**config.mk**
```make
export PLATFORM = sky130hd
export DESIGN_NAME = lfsr_rng_arbiter
export DESIGN_NICKNAME = d
export VERILOG_FILES = /design/src/rtl/lfsr_arb_pkg.sv /design/src/rtl/rr_pick.sv /design/src/rtl/lfsr_rng_arbiter.sv
export SDC_FILE = /design/constraint.sdc
export NUM_CORES = 1
export LEC_CHECK = 0
export ABC_AREA = 1
export CAP_MARGIN = 20
export CORE_MARGIN = 2
export CORE_UTILIZATION = 40
export DETAILED_ROUTE_END_ITERATION = 8
export GPL_ROUTABILITY_DRIVEN = 0
export HOLD_SLACK_MARGIN = 0.08
export SYNTH_ARGS = -nofsm -noshare
export SYNTH_HDL_FRONTEND = slang
export SYNTH_SLANG_ARGS = --single-unit
```
**constraint.sdc**
```tcl
create_clock -name clk -period 1.73 [get_ports clk]
set_input_delay 0.346 -clock clk [delete_from_list [all_inputs] [get_ports clk]]
set_output_delay 0.346 -clock clk [all_outputs]
set_load 0.02 [all_outputs]
```
**src/rtl/lfsr_arb_pkg.sv**
```systemverilog
// Shared definitions for the LFSR random-source arbiter: LFSR width/taps,
// FSM state type and the LFSR step function.
package lfsr_arb_pkg;

  localparam int unsigned LFSR_W = 10;
  localparam int unsigned TAP_HI = 9;
  localparam int unsigned TAP_LO = 6;

  typedef enum logic [0:0] {
    StWarmup,
    StServe
  } state_e;

  // Fibonacci step for x^10+x^7+1; an all-zero register is forced back to 1
  // so a corrupted LFSR cannot lock up.
  function automatic logic [LFSR_W-1:0] lfsr_next(input logic [LFSR_W-1:0] cur);
    if (cur == '0) begin
      return LFSR_W'(1);
    end
    return {cur[LFSR_W-2:0], cur[TAP_HI] ^ cur[TAP_LO]};
  endfunction

endpackage

```
**src/rtl/rr_pick.sv**
```systemverilog
// Round-robin picker: first eligible requester at or above rr_ptr, wrapping.
module rr_pick #(
  parameter int unsigned NUM_REQ = 4,
  parameter int unsigned PTR_W   = $clog2(NUM_REQ)
) (
  input  logic [NUM_REQ-1:0] eligible,
  input  logic [PTR_W-1:0]   rr_ptr,
  output logic [PTR_W-1:0]   winner,
  output logic               any_valid
);

  // Scan NUM_REQ positions starting at rr_ptr; keep the first hit.
  always_comb begin
    int unsigned       idx;
    logic [PTR_W-1:0]  idx_t;
    winner    = '0;
    any_valid = 1'b0;
    for (int unsigned i = 0; i < NUM_REQ; i++) begin
      idx   = (32'(rr_ptr) + i) % NUM_REQ;
      idx_t = PTR_W'(idx);
      if (!any_valid && eligible[idx_t]) begin
        any_valid = 1'b1;
        winner    = idx_t;
      end
    end
  end

endmodule

```
**src/rtl/lfsr_rng_arbiter.sv**
```systemverilog
// Round-robin arbiter sharing one 10-bit LFSR between NUM_REQ requesters.
// Every grant delivers the current LFSR word and steps the LFSR once.
// Optional grant counter output enabled by defining LFSR_ARB_GRANT_CNT_EN.
module lfsr_rng_arbiter
  import lfsr_arb_pkg::*;
#(
  parameter int unsigned       NUM_REQ = 4,
  parameter logic [LFSR_W-1:0] SEED    = 10'h001,
  parameter int unsigned       WARMUP  = 8
) (
  input  logic               clk,
  input  logic               rst,
  input  logic [NUM_REQ-1:0] req,
  input  logic               seed_valid,
  input  logic [LFSR_W-1:0]  seed_data,
  output logic [NUM_REQ-1:0] gnt,
  output logic               rnd_valid,
  output logic [LFSR_W-1:0]  rnd_data,
  output logic               busy
`ifdef LFSR_ARB_GRANT_CNT_EN
  ,
  output logic [15:0]        grant_cnt
`endif
);

  localparam int unsigned       PTR_W      = $clog2(NUM_REQ);
  localparam logic [LFSR_W-1:0] SEED_INIT  = (SEED == '0) ? LFSR_W'(1) : SEED;
  localparam state_e            STATE_INIT = (WARMUP == 0) ? StServe : StWarmup;
  localparam logic [7:0]        WARM_LAST  = 8'((WARMUP == 0) ? 0 : WARMUP - 1);

  state_e              state;
  logic [LFSR_W-1:0]   lfsr;
  logic [PTR_W-1:0]    rr_ptr;
  logic [PTR_W-1:0]    winner;
  logic [PTR_W-1:0]    ptr_next;
  logic [7:0]          warm_cnt;
  logic [NUM_REQ-1:0]  eligible;
  logic                any_valid;

  // Mask last cycle's winner so a held request cannot take consecutive grants.
  always_comb begin
    eligible = req & ~gnt;
    ptr_next = (32'(winner) == NUM_REQ - 1) ? '0 : winner + PTR_W'(1);
  end

  rr_pick #(
    .NUM_REQ (NUM_REQ),
    .PTR_W   (PTR_W)
  ) u_rr_pick (
    .eligible  (eligible),
    .rr_ptr    (rr_ptr),
    .winner    (winner),
    .any_valid (any_valid)
  );

  assign busy = (state == StWarmup);

  // FSM, LFSR and registered grant outputs; a reseed overrides everything.
  always_ff @(posedge clk or negedge rst) begin
    if (!rst) begin
      state     <= STATE_INIT;
      lfsr      <= SEED_INIT;
      rr_ptr    <= '0;
      warm_cnt  <= '0;
      gnt       <= '0;
      rnd_valid <= 1'b0;
      rnd_data  <= '0;
    end else begin
      gnt       <= '0;
      rnd_valid <= 1'b0;
      if (seed_valid) begin
        lfsr     <= (seed_data == '0) ? LFSR_W'(1) : seed_data;
        state    <= StServe;
        warm_cnt <= '0;
      end else begin
        unique case (state)
          StWarmup: begin
            lfsr     <= lfsr_next(lfsr);
            warm_cnt <= warm_cnt + 8'd1;
            if (warm_cnt == WARM_LAST) begin
              state <= StServe;
            end
          end
          StServe: begin
            if (any_valid) begin
              gnt       <= NUM_REQ'(1) << winner;
              rnd_valid <= 1'b1;
              rnd_data  <= lfsr;
              lfsr      <= lfsr_next(lfsr);
              rr_ptr    <= ptr_next;
            end
          end
          default: state <= StWarmup;
        endcase
      end
    end
  end

`ifdef LFSR_ARB_GRANT_CNT_EN
  // Saturating grant counter; advances on the edge that raises rnd_valid.
  always_ff @(posedge clk or negedge rst) begin
    if (!rst) begin
      grant_cnt <= '0;
    end else if (seed_valid) begin
      grant_cnt <= '0;
    end else if (state == StServe && any_valid && grant_cnt != 16'hFFFF) begin
      grant_cnt <= grant_cnt + 16'd1;
    end
  end
`endif

endmodule

```
**Yosys cells after proc, flatten, opt, wreduce, memory -nomap -nowiden**

Cells that the tools add are included.

- Bits in registers: 36
- Bits in latches: 0
- Bits in writable memories: 0
- Memory bits (read-only): 0
- Input bits: 17
- Output and inout port bits: 16
- Logic and storage cells: 76
- Memories: 0

- $add $sub $neg: 5
- $mul: 0
- Divide/modulo/power cells: 0
- $lt $le $gt $ge: 4
- Equal/unequal tests: 4
- Shift-type cells: 1
- Muxes and demuxes: 41
- Bitwise operators: 5
- Reduce and logical (&&, ||, !) cells: 9

Operators by type and width:

| kind | count |
|---|---|
| $mux W10 | 6 |
| $logic_not A10 Y1 | 2 |
| $mux W1 | 20 |
| $pmux W10 S2 | 1 |
| $mux W8 | 2 |
| $lt A2 B3 Y1 const B | 4 |
| $mux W4 | 3 |
| $mux W2 | 5 |
| $add A8 B1 Y8 const B | 1 |
| $bmux W1 S2 | 4 |
| $eq A8 B3 Y1 const B | 1 |
| $add A2 B1 Y2 const B | 2 |
| $add A2 B2 Y2 const B | 2 |
| $and A4 B4 Y4 | 1 |
| $not A4 Y4 | 1 |
| $shl A1 B2 Y4 const A | 1 |
| $logic_and A1 B1 Y1 | 3 |
| $logic_not A1 Y1 | 3 |
| $ne A3 B2 Y1 const B | 1 |
| $reduce_and A3 Y1 | 1 |
| $eq A2 B2 Y1 const B | 1 |
| $ne A2 B2 Y1 const B | 1 |
| $not A1 Y1 | 2 |
| $xor A1 B1 Y1 | 1 |

**Depth between registers and ports, before layout**

- Word-level depth: 21
- Mapped depth: 15
- Gate-level depth less buffers: 14

**Cells and area by module**

Synthesis repeated with hierarchy kept, for this count alone.

- Cell total of the unflattened synthesis: 264
- Area, all modules: 2118.3 sq um

By module, submodules not included:

| module | instances | cells each | area an instance (sq um) | seq. area each (sq um) |
|---|---|---|---|---|
| lfsr_rng_arbiter | 1 | 205 | 1799.2 | 902.1 |
| rr_pick | 1 | 59 | 319.1 | 0.0 |

**Worst setup path after synthesis**

Ideal clock, no wire load.

- Kind: reg-to-reg
- Start: reg gnt[2]
- End: reg rr_ptr[1]
- Setup time: 0.117 ns
- Data arrival time: 1.597 ns
- Required time: 1.613 ns
- Slack: 0.017 ns
- Cell stages (with the launch flop): 13
- Buffers on the path: 0
- Clock period less this slack: 1.713 ns
- Cells stage by stage: dfrtp_1 -> inv_1 -> nand3_1 -> nand3_2 -> nand2_4 -> nand2_1 -> nand2_1 -> nand2_1 -> nand2_1 -> nor2_1 -> ha_1 -> nand3_1 -> nand2_1

- Word-level cells in the longest chain between the ends: 16
- Elaborated cells between the ends (all ways): 28
- Classes of those cells: add/sub: 1; eq/ne: 1; mux: 17; bitwise: 2; reduce/logical: 7

RTL lines:

| item | RTL line | text |
|---|---|---|
| start: declaration | lfsr_rng_arbiter.sv:16 | `output logic [NUM_REQ-1:0] gnt,` |
| start signal: assignment | lfsr_rng_arbiter.sv:86 | `gnt <= NUM_REQ'(1) << winner;` |
| $not A4 Y4 (*) | lfsr_rng_arbiter.sv:42 | `eligible = req & ~gnt;` |
| $and A4 B4 Y4 (*) | lfsr_rng_arbiter.sv:42 |  |
| $bmux W1 S2 | rr_pick.sv:21 | `if (!any_valid && eligible[idx_t]) begin` |
| $mux W1 (not written as such) | rr_pick.sv:21 |  |
| $mux W1 | rr_pick.sv:21 |  |
| $logic_not A1 Y1 | rr_pick.sv:21 |  |
| $logic_and A1 B1 Y1 | rr_pick.sv:21 |  |
| $mux W1 | rr_pick.sv:21 |  |
| $logic_not A1 Y1 | rr_pick.sv:21 |  |
| $logic_and A1 B1 Y1 | rr_pick.sv:21 |  |
| $mux W1 | rr_pick.sv:21 |  |
| $logic_not A1 Y1 | rr_pick.sv:21 |  |
| $logic_and A1 B1 Y1 | rr_pick.sv:21 |  |
| $mux W2 (*) | rr_pick.sv:21 |  |
| $add A2 B1 Y2 / $eq A2 B2 Y1 (equally long branches) | lfsr_rng_arbiter.sv:43 | `ptr_next = (32'(winner) == NUM_REQ - 1) ? '0 : winner + PTR_W'(1);` |
| $mux W2 (*) | lfsr_rng_arbiter.sv:43 |  |
| net ptr_next[1] | lfsr_rng_arbiter.sv:35 | `logic [PTR_W-1:0] ptr_next;` |
| end signal: assignment | lfsr_rng_arbiter.sv:90 | `rr_ptr <= ptr_next;` |
| end: declaration | lfsr_rng_arbiter.sv:33 | `logic [PTR_W-1:0] rr_ptr;` |

The timed path passes the listed nets; every way through them passes the cells marked *. The select of a mux whose other input is x is not followed.
A chain may end at the register's enable or synchronous reset.

**Final worst setup path**

- Start: reg rr_ptr[0]
- End: reg rr_ptr[1]

- Word-level cells in the longest chain between the ends: 14
- Elaborated cells between the ends (all ways): 29
- Classes of those cells: add/sub: 4; eq/ne: 1; mux: 17; reduce/logical: 7

RTL lines:

| item | RTL line |
|---|---|
| parallel branches: the longest is 11 deep, another holds $add A2 B1 Y2 | -- |
| $mux W2 (*) | rr_pick.sv:21 |
| $add A2 B1 Y2 / $eq A2 B2 Y1 (equally long branches) | lfsr_rng_arbiter.sv:43 |
| $mux W2 (*) | lfsr_rng_arbiter.sv:43 |
| net ptr_next[1] | lfsr_rng_arbiter.sv:35 |

Mark *: on every way through the listed nets, which the timed path passes. The select of a mux whose other input is x is not followed.

==> metrics.md <==
| Metric | Value |
|---|---|
| Crit-path max FO | 8 |
| Slew @ Worst Pin | about 0.25 ns |
| Hold Vio Cnt, Final | 0 |
| Cell accounting for the most synthesized area | dfrtp_1 |
| Skew final | around 0.0050 ns |
| Fin crit period | 1.83 ns |
| Synth top cells by count | nand2_1 (90), nand3_1 (39), dfrtp_1 (35) |
| RSZ-0062 raised after global routing | true |
| Worst path slowest cell | dfrtp_2 |
| Inserted Clock Buffers | 5 |
| Met3 Usage GRT | 3.69% |
| Pre-CTS WS | -0.452 ns |
| Post-synth top area share | 42.3% |
| Die Height | between 70 and 80 um |
| Worst setup SP type | flip-flop |
| Period utilization | 106% |
| CTS Buffer Depth | 2 |
| Root buffer cell | clkbuf_8 |
| Worst path cell trace | clkinv_4 -> nand3_2 -> nand3_2 -> nand2_4 -> nand4_1 -> nand2_2 -> o21ai_4 -> ha_4 -> nand3_2 -> nand2_1 |
| Drt drc | 0 |
| CP Data Arrival Time | 2.02 ns |
| Synthesized netlist net count | 299 |
| Status | complete, but fails checks |
| # clock sinks | 36 |
| Violated checks | setup timing |
| WL/cell | 12.4 um |
| Routed vias/inst | 4.75 |
| MaxCap Viol Count | 0 |
| DRT iter0 DRCs | 58 |
| Ys flop type | dfrtp_1 |
| Synth top area cells | dfrtp_1 (42%), nand2_1 (16%), nand3_1 (9.4%), inv_1 (4.7%), nor2_1 (4.0%) |
| H-tree Lvls | 2 |
| CTS tree | built |
| Maximum clock rate | 545 MHz |
| Share of layout cells above drive strength 1 | 27.2% |
| Fillers | 449 |
| DP Cell Count | between 300 and 400 |
| Count leader, synth | nand2_1 |
| Vias in the first global route | 1825 |
| Largest net degree at the start of global routing | 37 |
| Starting Density | 41.0% |
| Syn. warnings | 0 |
| Tot GR Track Use | 17.3% |
| Layout net count | ~360 |
| Final setup fails | 6 |
| Distinct cells, synth | 26 |
| Worst VDD drop | ~0.00062 V |
| Buffers & Inverters on Critical Path | 1 |
| Non-filler instance count after layout | between 400 and 500 |
| Leakage | 1.44 nW |
| Via count | 1957 |
| Synthesized cell area | 2070 um2 |
| Die Wd | ~76 um |
| Critical Path End Type | flip-flop |
| Post-DP HPWL | between 3 and 4 mm |
| Final slew viol count | 0 |
| Port-buffer cells | 32 |
| Routed Antenna Nets | 0 |
| Core Box Area | 5040 um2 |
| Critical path's most frequent cell | nand3_2 |
| Crit path max-delay family | simple AND/OR/NAND/NOR gates |
| Synth async-reset ratio | between 90% and 100% |
| Drt pass-1 iters | 4 |
| Diode count | 0 |
| # IOs | 33 |
| First-pass GRT wire length | slightly above 8 mm |
| GR met2 Demand/Resource | 29.7% |
| Hold-fix buffers at CTS | 0 |
| Final WL | 5.09 mm |
| Met1 track demand over resource | 21.3% |
| GRT Max-Usage Layer | met2 |
| Worst-path clk slew | about 0.070 ns |
| Avg Inst Size Synth | 7.47 um2 |
| Synth-to-layout area growth | 45.9% |
| Die ar. | approximately 5800 um2 |
| Post-synthesis register bit count | 36 |
| GRT overflow | 0 |
| Pwr dens | 1700 nW/um2 |
| Clock latency on the worst-skew pair | around 0.29 ns |
| Worst Hold Class | primary input to async pin |
| Post-synth EDFFs | 0 |
| Setup tns final | -0.388 ns |
| Worst Path Required | 1.92 ns |
| Final WS setup | -0.104 ns |
| Antenna violations before repair | 0 |
| Core Rows | 26 |
| CP max stage delay | between 0.4 and 0.5 ns |
| Setup CP Type | flip-flop to flip-flop |
| Slew HR | 83.1% |
| Sequential-to-total area share from yosys stat | 43.6% |
| Mapped Cells | about 280 |
flip-flops by register name, summed over array words and instances (netlist names):
| signal | cells |
|---|---|
| rnd_valid | 1 |
| lfsr | 10 |
| gnt | 4 |
| state | 1 |
| rr_ptr | 2 |
| rnd_data | 10 |
| warm_cnt | 8 |
worst paths after layout:
| path | startpoint | to | slack (ns) | cells past startpoint |
|---|---|---|---|---|
| setup / recovery | rr_ptr[0] | rr_ptr[1] | -0.10 | 10 |
| hold / removal | rst | warm_cnt[5] | 0.42 | 2 |
| setup reg to reg | rr_ptr[0] | rr_ptr[1] | -0.10 | 10 |
| hold reg to reg | rnd_data[6] | rnd_data[6] | 0.48 | 2 |
| max in group asynchronous | rst | lfsr[0] | 1.06 | 2 |
| min in group clk | rnd_data[6] | rnd_data[6] | 0.48 | 2 |
stage by stage:
stage          hold WS (ns)  instance area [um2]  total power [W]  util [%]
2_1_floorplan        0.0504                 2070          0.00268         -
3_3_place_gp          0.455                 2590          0.00351      51.4
3_5_place_dp          0.464                 2590          0.00353      51.4
4_1_cts               0.425                 2760          0.00439      54.7
5_1_grt               0.443                 3020          0.00550      59.9
6_report              0.418                 3020          0.00512      59.9
report_power, final:
group	total, W	internal, W	switching (W)
registers	0.00129	0.00109	0.000200
clock network	0.000626	0.000318	0.000308
logic	0.00321	0.00150	0.00171
per-layer routing:
metal / vias up / part of all wire [%]
met5: - / 0
met4: 0 / 1.8
met3: 9 / 3.4
met2: 35 / 51
met1: 895 / 44
li1: 1018 / -
cell usage in the layout, fill, tap and decap left out:
master and instances:
a21oi_1 5, a21oi_2 1, buf_12 3, buf_4 25, buf_6 5, clkbuf_8 6
clkdlybuf4s50_1 30, clkinv_1 2, clkinv_2 3, clkinv_4 1, dfrtp_1 33, dfrtp_2 2
dfstp_2 1, dlygate4sd2_1 2, ha_1 1, ha_2 1, ha_4 3, inv_1 22
inv_2 4, nand2_1 79, nand2_2 10, nand2_4 8, nand3_1 31, nand3_2 9
nand3_4 5, nand4_1 4, nand4_4 1, nor2_1 21, nor2_2 1, nor2_4 2
nor3_1 6, nor4_1 2, o21ai_0 11, o21ai_4 1, or2_2 1
kinds of logic after synthesis:
family                     count (synthesis)  synth area share, %
and+or+nand+nor                          179                 40.1
buffers and inverters                     39                 8.89
DFF                                       36                 43.6
AOI/OAI and AO/OA                         18                 4.36
adders and majority gates                  5                 3.02
what timing repair did:
item,in CTS,in global routing
pin swaps,6,21
setup endpoints to repair,19,26
setup buffers,5,8
gates cloned,0,1
resized for setup,15,43
area by class of cell:
type | instances | area (um2) | share of cell area (%)
Inverter | 30 | 119 | 3.94
Sequential cell | 36 | 905 | 30.0
Multi-Input combinational cell | 203 | 1190 | 39.5
Clock buffer | 6 | 82.6 | 2.74
Timing Repair Buffer | 65 | 622 | 20.6
Tap cell | 70 | 87.6 | 2.90
Clock inverter | 2 | 10.0 | 0.332
No activity file was read; power rests on OpenSTA's default activity.
